### src/rtl/vedic_mul8_seq_ctrl.sv
// rtl/vedic_mul8_seq_ctrl.sv - sequences one shared HALFxHALF Vedic core over 4 cycles into a WIDTHxWIDTH product
module vedic_mul8_seq_ctrl #(
    parameter int WIDTH = 8,
    localparam int HALF = WIDTH / 2
) (
    input  logic                 clk,
    input  logic                 rst,
    input  logic                 in_valid,
    output logic                 in_ready,
    input  logic [WIDTH-1:0]     in_a,
    input  logic [WIDTH-1:0]     in_b,
    output logic [HALF-1:0]      core_a,
    output logic [HALF-1:0]      core_b,
    input  logic [WIDTH-1:0]     core_p,
    output logic                 out_valid,
    input  logic                 out_ready,
    output logic [2*WIDTH-1:0]   out_p,
    output logic                 busy
);

    localparam logic [1:0] S_IDLE = 2'd0;
    localparam logic [1:0] S_MUL  = 2'd1;
    localparam logic [1:0] S_DONE = 2'd2;

    logic [1:0]           state;
    logic [1:0]           step;
    logic [2*WIDTH-1:0]   acc;
    logic [WIDTH-1:0]     opa;
    logic [WIDTH-1:0]     opb;
    logic [2*WIDTH-1:0]   p_ext;
    logic [2*WIDTH-1:0]   addend;

    assign in_ready  = (state == S_IDLE);
    assign out_valid = (state == S_DONE);
    assign busy      = (state != S_IDLE);
    assign out_p     = acc;
    assign p_ext     = {{WIDTH{1'b0}}, core_p};

    // Core operands are forced to zero outside MUL so the shared core stays quiet.
    always_comb begin
        core_a = '0;
        core_b = '0;
        if (state == S_MUL) begin
            case (step)
                2'd0: begin core_a = opa[HALF-1:0];     core_b = opb[HALF-1:0];     end
                2'd1: begin core_a = opa[HALF-1:0];     core_b = opb[WIDTH-1:HALF]; end
                2'd2: begin core_a = opa[WIDTH-1:HALF]; core_b = opb[HALF-1:0];     end
                default: begin core_a = opa[WIDTH-1:HALF]; core_b = opb[WIDTH-1:HALF]; end
            endcase
        end
    end

    always_comb begin
        addend = p_ext;
        case (step)
            2'd0:    addend = p_ext;
            2'd1:    addend = p_ext << HALF;
            2'd2:    addend = p_ext << HALF;
            default: addend = p_ext << WIDTH;
        endcase
    end

    always_ff @(posedge clk) begin
        if (rst) begin
            state <= S_IDLE;
            step  <= 2'd0;
            acc   <= '0;
            opa   <= '0;
            opb   <= '0;
        end else begin
            case (state)
                S_IDLE: begin
                    if (in_valid) begin
                        opa   <= in_a;
                        opb   <= in_b;
                        acc   <= '0;
                        step  <= 2'd0;
                        state <= S_MUL;
                    end
                end
                S_MUL: begin
                    acc  <= acc + addend;
                    step <= step + 2'd1;
                    if (step == 2'd3) begin
                        state <= S_DONE;
                    end
                end
                S_DONE: begin
                    if (out_ready) begin
                        state <= S_IDLE;
                    end
                end
                default: state <= S_IDLE;
            endcase
        end
    end

endmodule

### config.mk
export PLATFORM = sky130hd
export DESIGN_NAME = vedic_mul8_seq_ctrl
export DESIGN_NICKNAME = d
export VERILOG_FILES = /design/src/rtl/vedic_mul8_seq_ctrl.sv
export SDC_FILE = /design/constraint.sdc
export NUM_CORES = 1
export LEC_CHECK = 0
export ABC_AREA = 0
export BUFFER_PORTS_ARGS = -buffer_cell sky130_fd_sc_hd__buf_4
export CELL_PAD_IN_SITES_DETAIL_PLACEMENT = 1
export CELL_PAD_IN_SITES_GLOBAL_PLACEMENT = 2
export CORE_MARGIN = 2
export CORE_UTILIZATION = 30
export DETAILED_ROUTE_END_ITERATION = 10
export GPL_ROUTABILITY_DRIVEN = 0
export PLACE_DENSITY_LB_ADDON = 0.1
export SLEW_MARGIN = 0
export SYNTH_ARGS = -nofsm -noshare
export SYNTH_HDL_FRONTEND = slang
export SYNTH_SLANG_ARGS = --single-unit
### constraint.sdc
create_clock -name clk -period 6.8 [get_ports clk]
set_clock_uncertainty 0.2 [all_clocks]
set_input_delay 1.02 -clock clk [delete_from_list [all_inputs] [get_ports clk]]
set_output_delay 1.02 -clock clk [all_outputs]
set_load 0.03 [all_outputs]
==> impl_metrics.csv, run 1 <==
group,metric,value,unit
run_status,status,"finished clean",
global_route,grt_pass1_vias,2462,
yosys,synth-compound-area-share,0.261,
sta,slew_headroom,0.422,
clocking,clk_pin_slew,80,ps
setup_path,timing.rr.start,"step[0]$_SDFFE_PP0P_",
drt,vias,2377,
setup_path,worstSetupStartpointType,"register",
setup_path,reg2reg_slack,3360,ps
layout,fillers,980,
pwr,p_leak,0.00121,uW
yosys,synth_xor_xnor_area_share,0.0299,
floorplan,start_util,0.306,
yosys,synth.area.mux_share,0.00427,
sta,rsz0062_at_grt,"false",
setup_path,endpoint_kind,"register",
sta,fin_setup_tns,0,ps
floorplan,core,0.00765,mm2
yosys,synth_area,0.00234,mm2
drt,drt-pass1-iter-count,4,
clocking,cts_sinks,36,
pwr,p_per_area,185,mW/mm2
yosys,syn-num-nets,371,
floorplan,die_w,92.4,um
layout,nets,417,
min_path,hold_class,"register to register",
layout,final_util,0.379,
clocking,cts_hold_buf,0,
yosys,seq_area_frac_synth,0.308,
setup_path,crit_family,"adder cells",
layout,multi_input_area,0.00152,mm2
yosys,synth_adder_area_share,0.115,
global_route,grt_first_pass_wirelength,12000,um
yosys,synth_edf_count,0,
sta,fmax,290,MHz
setup_path,path_depth,13,
sta,tightest_slew,865,ps
clocking,clock_latency,290,ps
drt,finalWirelength,7150,um
setup_path,slowest_stage,"ha_1",
floorplan,placementRows,32,
layout,drive_gt1_frac,0.168,
setup_path,reg2regPathDepth,13,
global_route,grt_overflow,0,
pwr,peakVddDrop,0.0000705,V
setup_path,r2r-end,"out_p[14]$_SDFFE_PP0P_",
setup_path,worstPathMaxFanout,15,
sta,finalHoldViolations,0,
clocking,cts.htree.levels,2,
sta,slew_viol_final,0,
flow_run,cap_violations,0,
global_route,grt_max_degree,32,
layout,diodes,0,
sta,fin_crit_sh,0.506,
clocking,cts_made_buffers,5,
yosys,synth_top_flop_cell,"dfxtp_1",
yosys,yosys.area_share.simple,0.237,
setup_path,critical_path_class,"register to register",
drt,drtIter0Drc,45,
sta,period_needed,3440,ps
clocking,clockBufferDepth,2,
drt,ant_nets,0,
layout,register_area,721,um2
yosys,synth_top_family_by_area,"compound AO/OA/AOI/OAI gates",
setup_path,cp_cell_sequence,"inv_1 -> ha_1 -> nor2b_1 -> and2_1 -> ha_1 -> inv_1 -> fa_1 -> nor2b_1 -> o21bai_1 -> a21o_1 -> and2_1 -> o2111ai_1 -> o211ai_1",
floorplan,dieHeight,92.4,um
floorplan,ios,55,
drt,wl_per_cell,15.2,um
floorplan,fp.dieArea,0.00853,mm2
yosys,postSynth.asyncResetShare,0,
setup_path,crit_start,"step[0]$_SDFFE_PP0P_",
drt,drc,0,
global_route,antenna_found_initial,0,
setup_path,slowest_delay,510,ps
clocking,cts_tree,"yes",
global_route,grt.total_usage,0.177,
placement,dp_hpwl,5420,um
yosys,ys_types,37,
yosys,ys_ff_latch,36,
drt,vias_per_cell,5.05,
clocking,cts_resized,0,
setup_path,cp_data_arrival_time,3420,ps
layout,syn_to_final_growth,23.7,%
clocking,cts_setup_buffers,0,
sta,setup_viol,0,
yosys,avgSynthCellArea,7.27,um2
setup_path,path_buf_inv,2,
setup_path,required,6780,ps
yosys,ys_warn_count,0,
clocking,clockRootBuffer,"clkbuf_8",
placement,io_buffers,54,
setup_path,setup.worst_path.end,"out_p[14]$_SDFFE_PP0P_",
yosys,syn_inst,322,
state kept, by name (all words and copies together), names as in the netlist:
signal,count
step,2
out_p,16
opa,8
opb,8
state,2
final cells by class:
| cell class | count | area share |
|---|---|---|
| multi-input cells | 261 | 0.524 |
| flip-flops and latches | 36 | 0.249 |
| repair buffers | 54 | 0.140 |
| well taps | 102 | 0.0440 |
| clock buffers | 6 | 0.0250 |
| inverters | 10 | 0.0130 |
| clock inverters | 2 | 0.00561 |
stage by stage:
step	worst slack (ps)	area (um2)	cells	hold WS (ps)	power [uW]
6_report	3360	2900	471	256	535
4_1_cts	3320	2900	471	259	543
3_3_place_gp	3360	2810	463	247	380
3_5_place_dp	3350	2810	463	248	381
2_1_floorplan	3840	2340	322	233	333
5_1_grt	2990	2900	471	284	575
layer usage:
metal  vias to the layer above  track usage  wire (um)
met5                         -            0          0
met4                         0       0.0473        115
met3                        10       0.0301        218
met2                        44        0.309       3440
met1                      1115        0.224       3380
li1                       1208            -          -
cells in the mapped netlist, types with 4 or more instances:
cell | instances | area share
a21oi_1 | 44 | 0.094
a22oi_1 | 10 | 0.032
and2_1 | 8 | 0.021
clkbuf_1 | 11 | 0.018
dfxtp_1 | 36 | 0.31
ha_1 | 20 | 0.11
inv_1 | 10 | 0.016
nand2_1 | 70 | 0.11
nand4_1 | 4 | 0.011
nor2_1 | 27 | 0.043
nor2b_1 | 6 | 0.016
o211ai_1 | 4 | 0.013
o21ai_0 | 22 | 0.047
o21bai_1 | 5 | 0.016
xnor2_1 | 6 | 0.022
cell families after synthesis:
kind of cell / after synthesis
xor+xnor: 8
mux: 1
flops: 36
simple gates: 128
fa+ha+maj: 21
compound gates: 103
buf+inv: 25
cells in the final DEF (no fill, tap or decap), types with 4 or more instances in the layout:
cell | netlist | final
a21oi_1 | 44 | 44
a22oi_1 | 10 | 10
and2_1 | 8 | 8
buf_4 | 0 | 54
clkbuf_8 | 0 | 5
dfxtp_1 | 36 | 36
ha_1 | 20 | 20
inv_1 | 10 | 10
nand2_1 | 70 | 70
nand4_1 | 4 | 4
nor2_1 | 27 | 27
nor2b_1 | 6 | 6
o211ai_1 | 4 | 4
o21ai_0 | 22 | 22
o21bai_1 | 5 | 5
xnor2_1 | 6 | 6
worst min-delay path by stage:
| stage | endpoint | slack, ps | from | cells past startpoint |
|---|---|---|---|---|
| floorplan | opa[0]$_SDFFE_PP0P_ | 230 | opa[0]$_SDFFE_PP0P_ | 2 |
| global placement | opb[2]$_SDFFE_PP0P_ | 250 | opb[2]$_SDFFE_PP0P_ | 2 |
| detailed placement | opb[0]$_SDFFE_PP0P_ | 250 | opb[0]$_SDFFE_PP0P_ | 2 |
| CTS | opb[0]$_SDFFE_PP0P_ | 260 | opb[0]$_SDFFE_PP0P_ | 2 |
| global route | opa[4]$_SDFFE_PP0P_ | 280 | opa[4]$_SDFFE_PP0P_ | 2 |
| finish | opb[0]$_SDFFE_PP0P_ | 260 | opb[0]$_SDFFE_PP0P_ | 2 |
report_power, final:
part           internal (uW)  switching, uW
clock                   73.0           86.7
sequential               222           8.44
combinational           55.8           88.5
tightest hold or removal path: stages, from the launching register on:
cell     delay, ps
dfxtp_1        310
nand2_1         50
a21oi_1         50
(Power assumes the default switching activity.)
==> run 2: changes to the inputs <==
- clock period: 6.8 -> 3.4 ns (I/O delays scaled with it)
==> impl_metrics.csv, run 2 (synthesis results as in run 1) <==
group,metric,value,unit
run_status,status,"finished clean",
global_route,use_met1,0.228,
drt,ant_nets,0,
layout,mostFrequentLayoutCells,"nand2_1 (70), buf_4 (58), a21oi_1 (43), dfxtp_1 (36), nor2_1 (27)",
drt,wl_per_cell,15.1,um
sta,tightest_slew,791,ps
setup_path,required,3390,ps
floorplan,ios,55,
pwr,p_per_area,370,mW/mm2
drt,drt-pass1-iter-count,4,
global_route,antenna_found_initial,0,
pwr,peakVddDrop,0.000140,V
floorplan,fp.dieArea,0.00853,mm2
sta,setup_viol,0,
global_route,use_met2,0.307,
floorplan,core,0.00765,mm2
sta,slew_viol_final,0,
layout,nets,421,
layout,diodes,0,
sta,rsz0062_at_grt,"false",
layout,drive_gt1_frac,0.180,
layout,syn_to_final_growth,25.2,%
floorplan,dieHeight,92.4,um
global_route,grtUsageMet3,0.0309,
clocking,clk_pin_slew,90,ps
clocking,cts_setup_buffers,0,
flow_run,cap_violations,0,
setup_path,endpoint_kind,"register",
global_route,grt_pass1_vias,2486,
sta,period_needed,3200,ps
sta,finalHoldViolations,0,
drt,drc,0,
floorplan,die_w,92.4,um
setup_path,critical_path_class,"register to register",
drt,vias,2398,
layout,fillers,965,
drt,finalWirelength,7170,um
floorplan,start_util,0.306,
global_route,grt_overflow,0,
setup_path,worstSetupStartpointType,"register",
drt,drtIter0Drc,60,
setup_path,cp_data_arrival_time,3190,ps
pwr,p_leak,0.00123,uW
sta,slew_headroom,0.472,
clocking,clock_latency,300,ps
drt,vias_per_cell,5.05,
placement,io_buffers,54,
sta,whs,245,ps
sta,fin_setup_tns,0,ps
clocking,cts_sinks,36,
sta,fmax,313,MHz
sta,fin_crit_sh,0.940,
global_route,busiest_layer,"met2",
min_path,hold_class,"input pin to register",
global_route,grt_first_pass_wirelength,11900,um
placement,dp_hpwl,5510,um
layout,final_area,0.00293,mm2
floorplan,placementRows,32,
setup_path,worstPathMaxFanout,9,
clocking,cts_tree,"yes",
layout,largest_reg_flops,16,
placement,dpl-instance-area,0.00284,mm2
clocking,clockRootBuffer,"clkbuf_8",
clocking,cts.htree.levels,2,
global_route,grt_max_degree,32,
clocking,clockBufferDepth,2,
global_route,grt.total_usage,0.176,
clocking,cts_made_buffers,5,
layout,layout_commonest_cell,"nand2_1",
-- run 2: cell count changes in the layout (fill, tap and decap cells not counted), sizes merged --
| cell | change |
|---|---|
| buf | +4 |
-- run 2: cell type report --
type,instances,area (um2),share of cell area
Multi-Input combinational cell,261,1520,0.519
Sequential cell,36,721,0.246
Timing Repair Buffer,58,435,0.149
Tap cell,102,128,0.0435
Clock buffer,6,72.6,0.0248
Inverter,10,37.5,0.0128
Clock inverter,2,16.3,0.00555
-- run 2: timing repair --
item | in CTS | in global routing
gates resized for setup | 0 | 1
hold buffers | 0 | 0
endpoints found under the setup margin | 0 | 1
-- run 2: report_power, final --
group	internal, uW	switching [uW]	total [uW]
logic	116	180	296
clock network	146	180	327
registers	445	16.7	461
-- run 2: path summary, 6_finish.rpt --
kind / from / endpoint / slack, ps / cells past startpoint
max: step[0]$_SDFFE_PP0P_ / out_p[12]$_SDFFE_PP0P_ / 200 / 11
min: in_a[7] / opa[7]$_SDFFE_PP0P_ / 250 / 3
max reg2reg: step[0]$_SDFFE_PP0P_ / out_p[12]$_SDFFE_PP0P_ / 200 / 11
min reg2reg: opb[2]$_SDFFE_PP0P_ / opb[2]$_SDFFE_PP0P_ / 250 / 2
-- run 2: worst max-delay path: stages (launching register included) --
cell     delay, ps
dfxtp_1        390
inv_1          110
ha_1           470
nand2_1         80
o21ai_0        290
ha_1           400
a21oi_2        260
a21oi_1        100
o21ai_0        160
a31oi_1         70
or3_1          310
a32o_1         250
-- run 2: stage by stage --
| stage | setup WS, ps | utilization | instances | power (uW) |
|---|---|---|---|---|
| 2_1_floorplan | 497 | - | 322 | 667 |
| 3_3_place_gp | 262 | 0.371 | 467 | 767 |
| 3_5_place_dp | 150 | 0.371 | 467 | 767 |
| 4_1_cts | 112 | 0.383 | 475 | 1090 |
| 5_1_grt | 22.6 | 0.383 | 475 | 1150 |
| 6_report | 203 | 0.383 | 475 | 1080 |
-- run 2: per-layer routing --
metal | vias to the layer above | routed length, um
met5 | - | 0
met4 | 0 | 68
met3 | 5 | 191
met2 | 41 | 3480
met1 | 1135 | 3430
li1 | 1217 | -
==> run 3: changes to the inputs <==
- RECOVER_POWER: unset -> 50
==> impl_metrics.csv, run 3 (synthesis results as in run 1) <==
group,metric,value,unit
sta,fin_setup_tns,0,ps
drt,drtIter0Drc,67,
global_route,grt_max_degree,32,
setup_path,worstSetupStartpointType,"register",
clocking,cts_tree,"yes",
setup_path,critical_path_class,"register to register",
layout,nets,421,
layout,final_area,0.00287,mm2
layout,diodes,0,
global_route,use_met1,0.228,
pwr,p_per_area,375,mW/mm2
sta,slew_viol_final,0,
layout,drive_gt1_frac,0.134,
layout,largest_reg_flops,16,
global_route,antenna_found_initial,0,
setup_path,cp_data_arrival_time,3190,ps
global_route,grt_first_pass_wirelength,11900,um
global_route,grt.total_usage,0.176,
sta,finalHoldViolations,0,
placement,dp_hpwl,5510,um
drt,drt-pass1-iter-count,4,
sta,setup_viol,0,
layout,stdcell_count,475,
clocking,clk_pin_slew,90,ps
global_route,grt_overflow,0,
clocking,clockBufferDepth,2,
clocking,clock_latency,300,ps
floorplan,core,0.00765,mm2
flow_run,cap_violations,0,
sta,slew_headroom,0.426,
layout,fillers,969,
drt,wl_per_cell,15.1,um
drt,vias_per_cell,5.10,
layout,mostFrequentLayoutCells,"nand2_1 (70), a21oi_1 (43), buf_4 (41), dfxtp_1 (36), nor2_1 (27)",
drt,ant_nets,0,
clocking,cts.htree.levels,2,
clocking,clockRootBuffer,"clkbuf_8",
layout,layout_commonest_cell,"nand2_1",
global_route,grt_pass1_vias,2486,
floorplan,ios,55,
drt,drc,0,
placement,io_buffers,54,
drt,finalWirelength,7190,um
sta,fin_crit_sh,0.941,
drt,vias,2422,
setup_path,reg2reg_slack,200,ps
floorplan,placementRows,32,
placement,dpl-instance-area,0.00284,mm2
setup_path,worstPathMaxFanout,9,
global_route,busiest_layer,"met2",
pwr,peakVddDrop,0.000139,V
floorplan,die_w,92.4,um
floorplan,dieHeight,92.4,um
clocking,cts_made_buffers,5,
sta,rsz0062_at_grt,"false",
global_route,grtUsageMet3,0.0309,
floorplan,fp.dieArea,0.00853,mm2
global_route,use_met2,0.307,
sta,whs,246,ps
layout,syn_to_final_growth,22.4,%
clocking,cts_hold_buf,0,
sta,period_needed,3200,ps
setup_path,required,3390,ps
run_status,status,"finished clean",
sta,tightest_slew,860,ps
min_path,hold_class,"input pin to register",
placement,dp_cells,467,
floorplan,start_util,0.306,
setup_path,endpoint_kind,"register",
pwr,p_leak,0.00116,uW
clocking,cts_sinks,36,
sta,fmax,313,MHz
run 3: changes by cell type in the layout (fill, tap and decap cells not counted):
cell	change
clkbuf_1	+17
buf_4	-17
and2_1	-1
and2_0	+1
run 3: final timing paths:
check	start	to	depth (start not counted)
worst max register to register	step[0]$_SDFFE_PP0P_	out_p[12]$_SDFFE_PP0P_	11
worst max-delay path	step[0]$_SDFFE_PP0P_	out_p[12]$_SDFFE_PP0P_	11
worst min-delay path	in_a[7]	opa[7]$_SDFFE_PP0P_	3
worst min register to register	opb[2]$_SDFFE_PP0P_	opb[2]$_SDFFE_PP0P_	2
run 3: power breakdown:
group	internal (uW)	leakage [uW]	total [uW]	switching [uW]
registers	445	0.000294	461	16.4
clock network	146	0.0000414	326	180
logic	108	0.000824	288	180
total	699	0.00116	1080	377
run 3: routing by layer:
metal | vias up | part of all wire
li1 | 1217 | -
met1 | 1155 | 0.48
met2 | 45 | 0.48
met3 | 5 | 0.030
met4 | 0 | 0.0095
met5 | - | 0
run 3: layout make-up:
| cell class | count | area, um2 | share of cell area |
|---|---|---|---|
| repair buffers | 58 | 372 | 0.130 |
| clock buffers | 6 | 72.6 | 0.0253 |
| flip-flops and latches | 36 | 721 | 0.251 |
| well taps | 102 | 128 | 0.0445 |
| multi-input cells | 261 | 1520 | 0.531 |
| inverters | 10 | 37.5 | 0.0131 |
| clock inverters | 2 | 16.3 | 0.00567 |
run 3: repair_timing:
item / CTS / global route
resized for setup: 0 / 1
endpoints found under the setup margin: 0 / 1
setup buffers: 0 / 0
run 3: worst max-delay path, cell delays in order, from the launching register on:
cell and delay [ps]:
dfxtp_1 390, inv_1 110, ha_1 470, nand2_1 80
o21ai_0 290, ha_1 400, a21oi_2 260, a21oi_1 100
o21ai_0 160, a31oi_1 70, or3_1 310, a32o_1 250
run 3: metrics by stage:
stage / power (uW) / setup WS, ps / util
after CTS: 1090 / 112 / 0.383
final: 1080 / 202 / 0.375
after global routing: 1140 / 22.6 / 0.375
after detailed placement: 767 / 150 / 0.371
after global placement: 767 / 262 / 0.371
after floorplan: 667 / 497 / -
